[src/rtl/mem_resp_packer_pkg.sv]
// Shared types for the response packer: pack FSM states and the FIFO entry layout.
package mem_resp_packer_pkg;

   typedef enum logic {
      LOW_P  = 1'b0,
      HIGH_P = 1'b1
   } pack_state_e;

   localparam int ENTRY_W = 9;

   typedef struct packed {
      logic       partial;
      logic [7:0] data;
   } entry_t;

   function automatic entry_t make_entry(input logic partial, input logic [3:0] hi, input logic [3:0] lo);
      entry_t e;
      e.partial = partial;
      e.data    = {hi, lo};
      return e;
   endfunction

endpackage

[src/rtl/mem_resp_packer_if.sv]
// Nibble input stream and byte valid/ready output of the response packer.
interface mem_resp_packer_if;
   logic       in_valid;
   logic [3:0] in_data;
   logic       out_valid;
   logic       out_ready;
   logic [7:0] out_data;
   logic       out_partial;

   modport master (
      output in_valid, in_data, out_ready,
      input  out_valid, out_data, out_partial
   );

   modport slave (
      input  in_valid, in_data, out_ready,
      output out_valid, out_data, out_partial
   );
endinterface

[src/rtl/mem_resp_packer_resp_fifo.sv]
// First-word fall-through FIFO; a push into a full FIFO is ignored unless a pop frees the slot.
module resp_fifo #(
   parameter int DEPTH = 4,
   parameter int WIDTH = 9
) (
   input  logic                     clock,
   input  logic                     reset,
   input  logic                     push,
   input  logic                     pop,
   input  logic [WIDTH-1:0]         din,
   output logic [WIDTH-1:0]         dout,
   output logic                     full,
   output logic                     empty,
   output logic [$clog2(DEPTH):0]   count
);
   localparam int AW = $clog2(DEPTH);
   localparam logic [AW:0] FULL_COUNT = (AW+1)'(DEPTH);

   logic [WIDTH-1:0] mem_q [DEPTH];
   logic [AW-1:0]    wr_ptr_q, wr_ptr_d;
   logic [AW-1:0]    rd_ptr_q, rd_ptr_d;
   logic [AW:0]      count_q, count_d;
   logic             wr_en, rd_en;

   assign full  = (count_q == FULL_COUNT);
   assign empty = (count_q == '0);
   assign rd_en = pop & ~empty;
   assign wr_en = push & (~full | rd_en);

   // Pointers wrap naturally because DEPTH is a power of two.
   always_comb begin
      wr_ptr_d = wr_ptr_q;
      rd_ptr_d = rd_ptr_q;
      count_d  = count_q;
      if (wr_en)
         wr_ptr_d = wr_ptr_q + 1'b1;
      if (rd_en)
         rd_ptr_d = rd_ptr_q + 1'b1;
      case ({wr_en, rd_en})
         2'b10:   count_d = count_q + 1'b1;
         2'b01:   count_d = count_q - 1'b1;
         default: count_d = count_q;
      endcase
   end

   always_ff @(posedge clock) begin
      if (reset) begin
         wr_ptr_q <= '0;
         rd_ptr_q <= '0;
         count_q  <= '0;
      end else begin
         wr_ptr_q <= wr_ptr_d;
         rd_ptr_q <= rd_ptr_d;
         count_q  <= count_d;
      end
   end

   always_ff @(posedge clock) begin
      if (wr_en)
         mem_q[wr_ptr_q] <= din;
   end

   assign dout  = empty ? '0 : mem_q[rd_ptr_q];
   assign count = count_q;
endmodule

[src/rtl/saturating_counter.sv]
// Up-counter that stops at its all-ones value; cleared only by reset.
module saturating_counter #(
   parameter int WIDTH = 1
) (
   input  logic             clock,
   input  logic             reset,
   input  logic             inc,
   output logic [WIDTH-1:0] value
);
   logic [WIDTH-1:0] value_q, value_d;

   always_comb begin
      value_d = value_q;
      if (inc && (value_q != '1))
         value_d = value_q + 1'b1;
   end

   always_ff @(posedge clock) begin
      if (reset)
         value_q <= '0;
      else
         value_q <= value_d;
   end

   assign value = value_q;
endmodule

[src/rtl/mem_resp_packer.sv]
// Packs the controller's nibble stream into bytes (low nibble first), flushing a lone
// nibble after TIMEOUT idle cycles, and queues the bytes behind a valid/ready port.
module mem_resp_packer
   import mem_resp_packer_pkg::*;
#(
   parameter int DEPTH   = 4,
   parameter int TIMEOUT = 8
) (
   input  logic                   clock,
   input  logic                   reset,
   mem_resp_packer_if.slave       bus,
   output logic                   overflow,
   output logic [7:0]             drop_count,
   output logic [$clog2(DEPTH):0] count,
   output logic [3:0]             coverage
);
   localparam int TW = $clog2(TIMEOUT);
   localparam logic [TW-1:0] TIMER_LAST = TW'(TIMEOUT - 1);

   pack_state_e   state_q, state_d;
   logic [3:0]    lo_q, lo_d;
   logic [TW-1:0] timer_q, timer_d;
   logic          overflow_q, overflow_d;
   logic [7:0]    drop_count_q, drop_count_d;
   logic [3:0]    cov_prev_q, cov_prev_d;
   logic [3:0]    cov_sig;

   logic          push_req;
   entry_t        push_entry;
   entry_t        head;
   logic          fifo_full, fifo_empty, pop, drop;

   // A high nibble always wins over a timeout landing in the same cycle.
   always_comb begin
      state_d    = state_q;
      lo_d       = lo_q;
      timer_d    = timer_q;
      push_req   = 1'b0;
      push_entry = '0;
      if (state_q == LOW_P) begin
         if (bus.in_valid) begin
            lo_d    = bus.in_data;
            timer_d = '0;
            state_d = HIGH_P;
         end
      end else begin
         if (bus.in_valid) begin
            push_req   = 1'b1;
            push_entry = make_entry(1'b0, bus.in_data, lo_q);
            state_d    = LOW_P;
         end else if (timer_q == TIMER_LAST) begin
            push_req   = 1'b1;
            push_entry = make_entry(1'b1, 4'h0, lo_q);
            state_d    = LOW_P;
         end else begin
            timer_d = timer_q + 1'b1;
         end
      end
   end

   assign pop  = bus.out_valid & bus.out_ready;
   assign drop = push_req & fifo_full & ~pop;

   always_comb begin
      overflow_d   = overflow_q | drop;
      drop_count_d = drop_count_q;
      if (drop && (drop_count_q != 8'hFF))
         drop_count_d = drop_count_q + 8'd1;
   end

   always_ff @(posedge clock) begin
      if (reset) begin
         state_q      <= LOW_P;
         lo_q         <= '0;
         timer_q      <= '0;
         overflow_q   <= 1'b0;
         drop_count_q <= '0;
      end else begin
         state_q      <= state_d;
         lo_q         <= lo_d;
         timer_q      <= timer_d;
         overflow_q   <= overflow_d;
         drop_count_q <= drop_count_d;
      end
   end

   resp_fifo #(
      .DEPTH (DEPTH),
      .WIDTH (ENTRY_W)
   ) u_fifo (
      .clock (clock),
      .reset (reset),
      .push  (push_req),
      .pop   (pop),
      .din   (push_entry),
      .dout  (head),
      .full  (fifo_full),
      .empty (fifo_empty),
      .count (count)
   );

   assign bus.out_valid   = ~fifo_empty;
   assign bus.out_data    = head.data;
   assign bus.out_partial = head.partial;
   assign overflow        = overflow_q;
   assign drop_count      = drop_count_q;

   // Previous-value registers start at each signal's own reset value, so reset itself is no toggle.
   assign cov_sig    = {state_q == HIGH_P, fifo_full, fifo_empty, bus.in_valid};
   assign cov_prev_d = cov_sig;

   always_ff @(posedge clock) begin
      if (reset)
         cov_prev_q <= 4'b0010;
      else
         cov_prev_q <= cov_prev_d;
   end

   generate
      for (genvar gi = 0; gi < 4; gi++) begin : g_cov
         saturating_counter #(
            .WIDTH (1)
         ) u_cov (
            .clock (clock),
            .reset (reset),
            .inc   (cov_sig[gi] ^ cov_prev_q[gi]),
            .value (coverage[gi])
         );
      end
   endgenerate
endmodule

[src/flat_wrapper.sv]
// flat-port wrapper written by rule: the top's interface ports become plain ports
module mem_resp_packer_flat import mem_resp_packer_pkg::*;
#(
   parameter int DEPTH   = 4,
   parameter int TIMEOUT = 8
)
  (clock, reset, overflow, drop_count, count, coverage, bus_in_valid, bus_in_data, bus_out_ready, bus_out_valid, bus_out_data, bus_out_partial);
  mem_resp_packer_if bus_i ();
  input  logic clock;
  input  logic reset;
  output logic overflow;
  output logic [7:0] drop_count;
  output logic [$clog2(DEPTH):0] count;
  output logic [3:0] coverage;
  input wire logic [$bits(bus_i.in_valid)-1:0] bus_in_valid;
  input wire logic [$bits(bus_i.in_data)-1:0] bus_in_data;
  input wire logic [$bits(bus_i.out_ready)-1:0] bus_out_ready;
  output wire logic [$bits(bus_i.out_valid)-1:0] bus_out_valid;
  output wire logic [$bits(bus_i.out_data)-1:0] bus_out_data;
  output wire logic [$bits(bus_i.out_partial)-1:0] bus_out_partial;
  assign bus_i.in_valid = bus_in_valid;
  assign bus_i.in_data = bus_in_data;
  assign bus_i.out_ready = bus_out_ready;
  assign bus_out_valid = bus_i.out_valid;
  assign bus_out_data = bus_i.out_data;
  assign bus_out_partial = bus_i.out_partial;
  mem_resp_packer #(.DEPTH(DEPTH), .TIMEOUT(TIMEOUT)) u_core (.clock(clock), .reset(reset), .bus(bus_i), .overflow(overflow), .drop_count(drop_count), .count(count), .coverage(coverage));
endmodule
[config.mk]
export PLATFORM = sky130hd
export DESIGN_NAME = mem_resp_packer_flat
export DESIGN_NICKNAME = d
export VERILOG_FILES = /design/src/rtl/mem_resp_packer_pkg.sv /design/src/rtl/mem_resp_packer_if.sv /design/src/rtl/mem_resp_packer_resp_fifo.sv /design/src/rtl/saturating_counter.sv /design/src/rtl/mem_resp_packer.sv /design/src/flat_wrapper.sv
export SDC_FILE = /design/constraint.sdc
export NUM_CORES = 1
export LEC_CHECK = 0
export ABC_AREA = 1
export BUFFER_PORTS_ARGS = -buffer_cell sky130_fd_sc_hd__buf_2
export CAP_MARGIN = 10
export CORE_ASPECT_RATIO = 1.2
export CORE_MARGIN = 2
export CORE_UTILIZATION = 25
export DETAILED_ROUTE_END_ITERATION = 8
export GPL_TIMING_DRIVEN = 0
export PLACE_DENSITY = 0.37
export SLEW_MARGIN = 40
export SYNTH_ARGS = -nofsm -noshare
export SYNTH_HDL_FRONTEND = slang
export SYNTH_SLANG_ARGS = --single-unit
[constraint.sdc]
create_clock -name clock -period 2.4 [get_ports clock]
set_clock_uncertainty 0.2 [all_clocks]
set_input_delay 0.6 -clock clock [delete_from_list [all_inputs] [get_ports clock]]
set_output_delay 0.6 -clock clock [all_outputs]
set_load 0.03 [all_outputs]
==> reports/qor.json <==
{
  "min_period": {"value": 2.33, "unit": "ns"},
  "report.final.setup_viol": {"value": 0},
  "cts-htree-levels": {"value": 3},
  "fill_cells": {"value": 1305},
  "std_cell_rows": {"value": 44},
  "slew_headroom": {"value": 62.0, "unit": "%"},
  "post_route_cells_drive_above_1_share": {"value": 24.4, "unit": "%"},
  "rsz_0062_raised_after_global_routing": {"value": "yes"},
  "hp-class": {"value": "reg2reg"},
  "track_usage": {"value": 11.4, "unit": "%"},
  "synth_cells": {"value": 323},
  "die-height": {"value": 125, "unit": "um"},
  "max_cap_violations": {"value": 0},
  "synth.yosys.warnings": {"value": 0},
  "ioPinCount": {"value": 34},
  "crit-reg2reg-launch": {"value": "u_core.timer_q[0]"},
  "via_count": {"value": 2235},
  "core": {"value": 0.0119, "unit": "mm^2"},
  "grt_start_max_net_pins": {"value": 13},
  "post-route-drc-count": {"value": 0},
  "design.die.area": {"value": 0.0130, "unit": "mm^2"},
  "worstSkewPairLatency": {"value": 0.33, "unit": "ns"},
  "worstSetupEndpoint": {"value": "u_core.u_fifo.mem_q[0][2]"},
  "initial_core_util": {"value": 25.3, "unit": "%"},
  "hold-worst-slack": {"value": 0.261, "unit": "ns"},
  "first_pass_iters": {"value": 4},
  "final_core_occ": {"value": 32.3, "unit": "%"},
  "syn-num-nets": {"value": 340},
  "most_common_cell_after_layout_fill_and_taps_aside": {"value": "sky130_fd_sc_hd__nor2_1"},
  "detail_route.iter0.violations": {"value": 62},
  "diodes": {"value": 0},
  "critical_path_arrival": {"value": 2.10, "unit": "ns"},
  "first_global_vias": {"value": 2213},
  "port_buffers": {"value": 33},
  "min-delay-start": {"value": "u_core.lo_q[0]"},
  "detail-route-antenna-nets": {"value": 0},
  "tns": {"value": 0, "unit": "ns"},
  "timing.fmax": {"value": 0.429, "unit": "GHz"},
  "cts-buffers-inserted": {"value": 9},
  "layout_common_cells": {"value": "62 x sky130_fd_sc_hd__nor2_1, 36 x sky130_fd_sc_hd__edfxtp_1, 33 x sky130_fd_sc_hd__nand2_1, 33 x sky130_fd_sc_hd__dfxtp_1, 30 x sky130_fd_sc_hd__inv_1"},
  "run_status": {"value": "complete, no violations"},
  "final_critical_path_share_of_the_clock_period": {"value": 97.2, "unit": "%"},
  "cts.hold.buffers_added": {"value": 0},
  "irDropWorstVdd": {"value": 0.315, "unit": "mV"},
  "postSynthRegisterBits": {"value": 70},
  "cts_root_buf": {"value": "sky130_fd_sc_hd__clkbuf_16"},
  "gp_routability_congestion": {"value": 0.701},
  "total_power": {"value": 3.61, "unit": "mW"},
  "finalHoldViolCount": {"value": 0},
  "share_of_synthesized_area_occupied_by_flip_flops_and_latches": {"value": 58.2, "unit": "%"},
  "fp.dieW": {"value": 104, "unit": "um"},
  "grt_pass1_wl": {"value": 11300, "unit": "um"},
  "worst_setup_path_startpoint": {"value": "u_core.timer_q[0]"},
  "r2r.worst_path.cells": {"value": 6},
  "clock_transition_at_path_regs": {"value": 0.06, "unit": "ns"},
  "worst-path-max-fanout": {"value": 9},
  "grt_remaining_overflow": {"value": 0},
  "leakage": {"value": 1.54, "unit": "nW"},
  "vias_per_cell": {"value": 4.15},
  "timing.final.max_slew_violations": {"value": 0},
  "critPathKind": {"value": "reg2reg"},
  "synth.cell_area": {"value": 0.00303, "unit": "mm^2"},
  "r2r_slack": {"value": 0.07, "unit": "ns"},
  "required": {"value": 2.17, "unit": "ns"},
  "wirelength": {"value": 7100, "unit": "um"},
  "syn-mean-instance-area": {"value": 9.37, "unit": "um^2"},
  "clkSinkCount": {"value": 70},
  "final_net_count": {"value": 389},
  "netlist-cell-type-count": {"value": 32},
  "antenna_found_initial": {"value": 0},
  "hpwl": {"value": 4830, "unit": "um"},
  "r2r_end": {"value": "u_core.u_fifo.mem_q[0][2]"},
  "wl_per_cell": {"value": 13.2, "unit": "um"},
  "tightest_slew": {"value": 0.570, "unit": "ns"},
  "clock_path_buffers": {"value": 2},
  "synthToLayoutAreaGrowth": {"value": 27.5, "unit": "%"},
  "worst_setup_path_start_kind": {"value": "flop"},
  "worst_setup_path_end_kind": {"value": "flop"},
  "cts_tree": {"value": "built"},
  "powerDensity": {"value": 935, "unit": "mW/mm^2"}
}
-- final cells by class --
type | count | area (um^2) | share of cell area [%]
Tap cell | 161 | 201 | 5.22
Clock inverter | 7 | 65.1 | 1.69
Timing Repair Buffer | 38 | 239 | 6.19
Clock buffer | 9 | 225 | 5.84
Buffer | 10 | 86.3 | 2.24
Inverter | 37 | 165 | 4.28
Sequential cell | 70 | 1760 | 45.7
Multi-Input combinational cell | 206 | 1110 | 28.9
-- through the flow --
| stage | instance area, um^2 | setup slack [ns] | std cells |
|---|---|---|---|
| 3_5_place_dp | 3400 | -0.271 | 517 |
| 3_3_place_gp | 3390 | -0.247 | 517 |
| 5_1_grt | 3860 | -0.135 | 538 |
| 2_1_floorplan | 3030 | -0.0255 | 323 |
| 6_report | 3860 | 0.0682 | 538 |
| 4_1_cts | 3750 | 0.00486 | 534 |
-- power by group --
group          leakage (nW)  switching [mW]  total, mW  internal, mW
sequential            0.613          0.0444       1.37          1.33
combinational         0.785           0.606      0.932         0.325
clock                 0.143           0.505       1.30         0.796
-- per-layer routing --
| layer | part of all wire (%) | global-route usage (%) | vias up |
|---|---|---|---|
| li1 | - | - | 1167 |
| met1 | 45 | 14.0 | 1016 |
| met2 | 49 | 18.6 | 37 |
| met3 | 4.0 | 2.51 | 15 |
| met4 | 2.3 | 5.96 | 0 |
| met5 | 0 | 0 | - |
-- critical path, cell delays in order (launching register included) --
cell and delay (ns):
sky130_fd_sc_hd__dfxtp_1 0.35, sky130_fd_sc_hd__ha_1 0.16, sky130_fd_sc_hd__ha_1 0.27, sky130_fd_sc_hd__nor2_1 0.10, sky130_fd_sc_hd__nor2_4 0.15, sky130_fd_sc_hd__nand2_1 0.22, sky130_fd_sc_hd__nor2_2 0.51
-- repair_timing --
action                     CTS  global route
cloned                       0             2
setup buffers                1             2
pin swaps                    0             2
gates resized for setup     16            39
setup endpoints to repair   11            47
-- cell families after synthesis --
logic type               count (synthesis)  share of synthesized area, %
AND/OR/NAND/NOR                        124                          17.7
flip-flops                              70                          58.2
AO/OA/AOI/OAI                           68                          11.9
buffers and inverters                   47                          6.86
adder cells (fa/ha/maj)                  9                          3.97
XOR/XNOR                                 5                          1.45
-- synth_stat cells --
library cell,n,share of area [%]
sky130_fd_sc_hd__a21boi_0,1,0.25
sky130_fd_sc_hd__a21oi_1,30,5.0
sky130_fd_sc_hd__a21oi_2,2,0.58
sky130_fd_sc_hd__buf_2,3,0.50
sky130_fd_sc_hd__buf_4,4,0.99
sky130_fd_sc_hd__clkbuf_1,3,0.37
sky130_fd_sc_hd__clkinv_1,3,0.37
sky130_fd_sc_hd__clkinv_4,2,0.58
sky130_fd_sc_hd__dfxtp_1,34,22
sky130_fd_sc_hd__edfxtp_1,36,36
sky130_fd_sc_hd__fa_1,1,0.66
sky130_fd_sc_hd__ha_1,8,3.3
sky130_fd_sc_hd__inv_1,31,3.8
sky130_fd_sc_hd__inv_4,1,0.21
sky130_fd_sc_hd__nand2_1,33,4.1
sky130_fd_sc_hd__nand2_2,3,0.62
sky130_fd_sc_hd__nand2_4,1,0.37
sky130_fd_sc_hd__nand3_1,11,1.8
sky130_fd_sc_hd__nand3_2,1,0.33
sky130_fd_sc_hd__nand3_4,1,0.58
sky130_fd_sc_hd__nand3b_1,1,0.25
sky130_fd_sc_hd__nand4_1,1,0.21
sky130_fd_sc_hd__nor2_1,67,8.3
sky130_fd_sc_hd__nor2_4,1,0.37
sky130_fd_sc_hd__nor3_1,3,0.50
sky130_fd_sc_hd__o211a_1,1,0.33
sky130_fd_sc_hd__o21ai_0,32,5.3
sky130_fd_sc_hd__o21ai_1,1,0.17
sky130_fd_sc_hd__o21ai_2,1,0.29
sky130_fd_sc_hd__or2_2,1,0.21
sky130_fd_sc_hd__xnor2_1,2,0.58
sky130_fd_sc_hd__xor2_1,3,0.87
-- state kept, by name (all words and copies together), names as in the netlist, 2 cells and up, named ones only --
| signal | count |
|---|---|
| u_core.lo_q | 4 |
| u_core.drop_count | 8 |
| u_core.g_cov.u_cov.value | 4 |
| u_core.cov_prev_q | 4 |
| u_core.u_fifo.rd_ptr_q | 2 |
| u_core.u_fifo.wr_ptr_q | 2 |
| u_core.u_fifo.count | 3 |
| u_core.timer_q | 3 |
| u_core.u_fifo.mem_q | 36 |
-- how the worst min path moves through the flow --
stage | endpoint | slack [ns] | cells after the start
5_1_grt | u_core.lo_q[0] | 0.29 | 2
6_report | u_core.lo_q[0] | 0.26 | 2
2_1_floorplan | u_core.lo_q[0] | 0.23 | 2
3_5_place_dp | u_core.lo_q[0] | 0.26 | 2
3_3_place_gp | u_core.lo_q[0] | 0.25 | 2
4_1_cts | u_core.lo_q[0] | 0.27 | 2
Power figures use the tool's default switching activity.
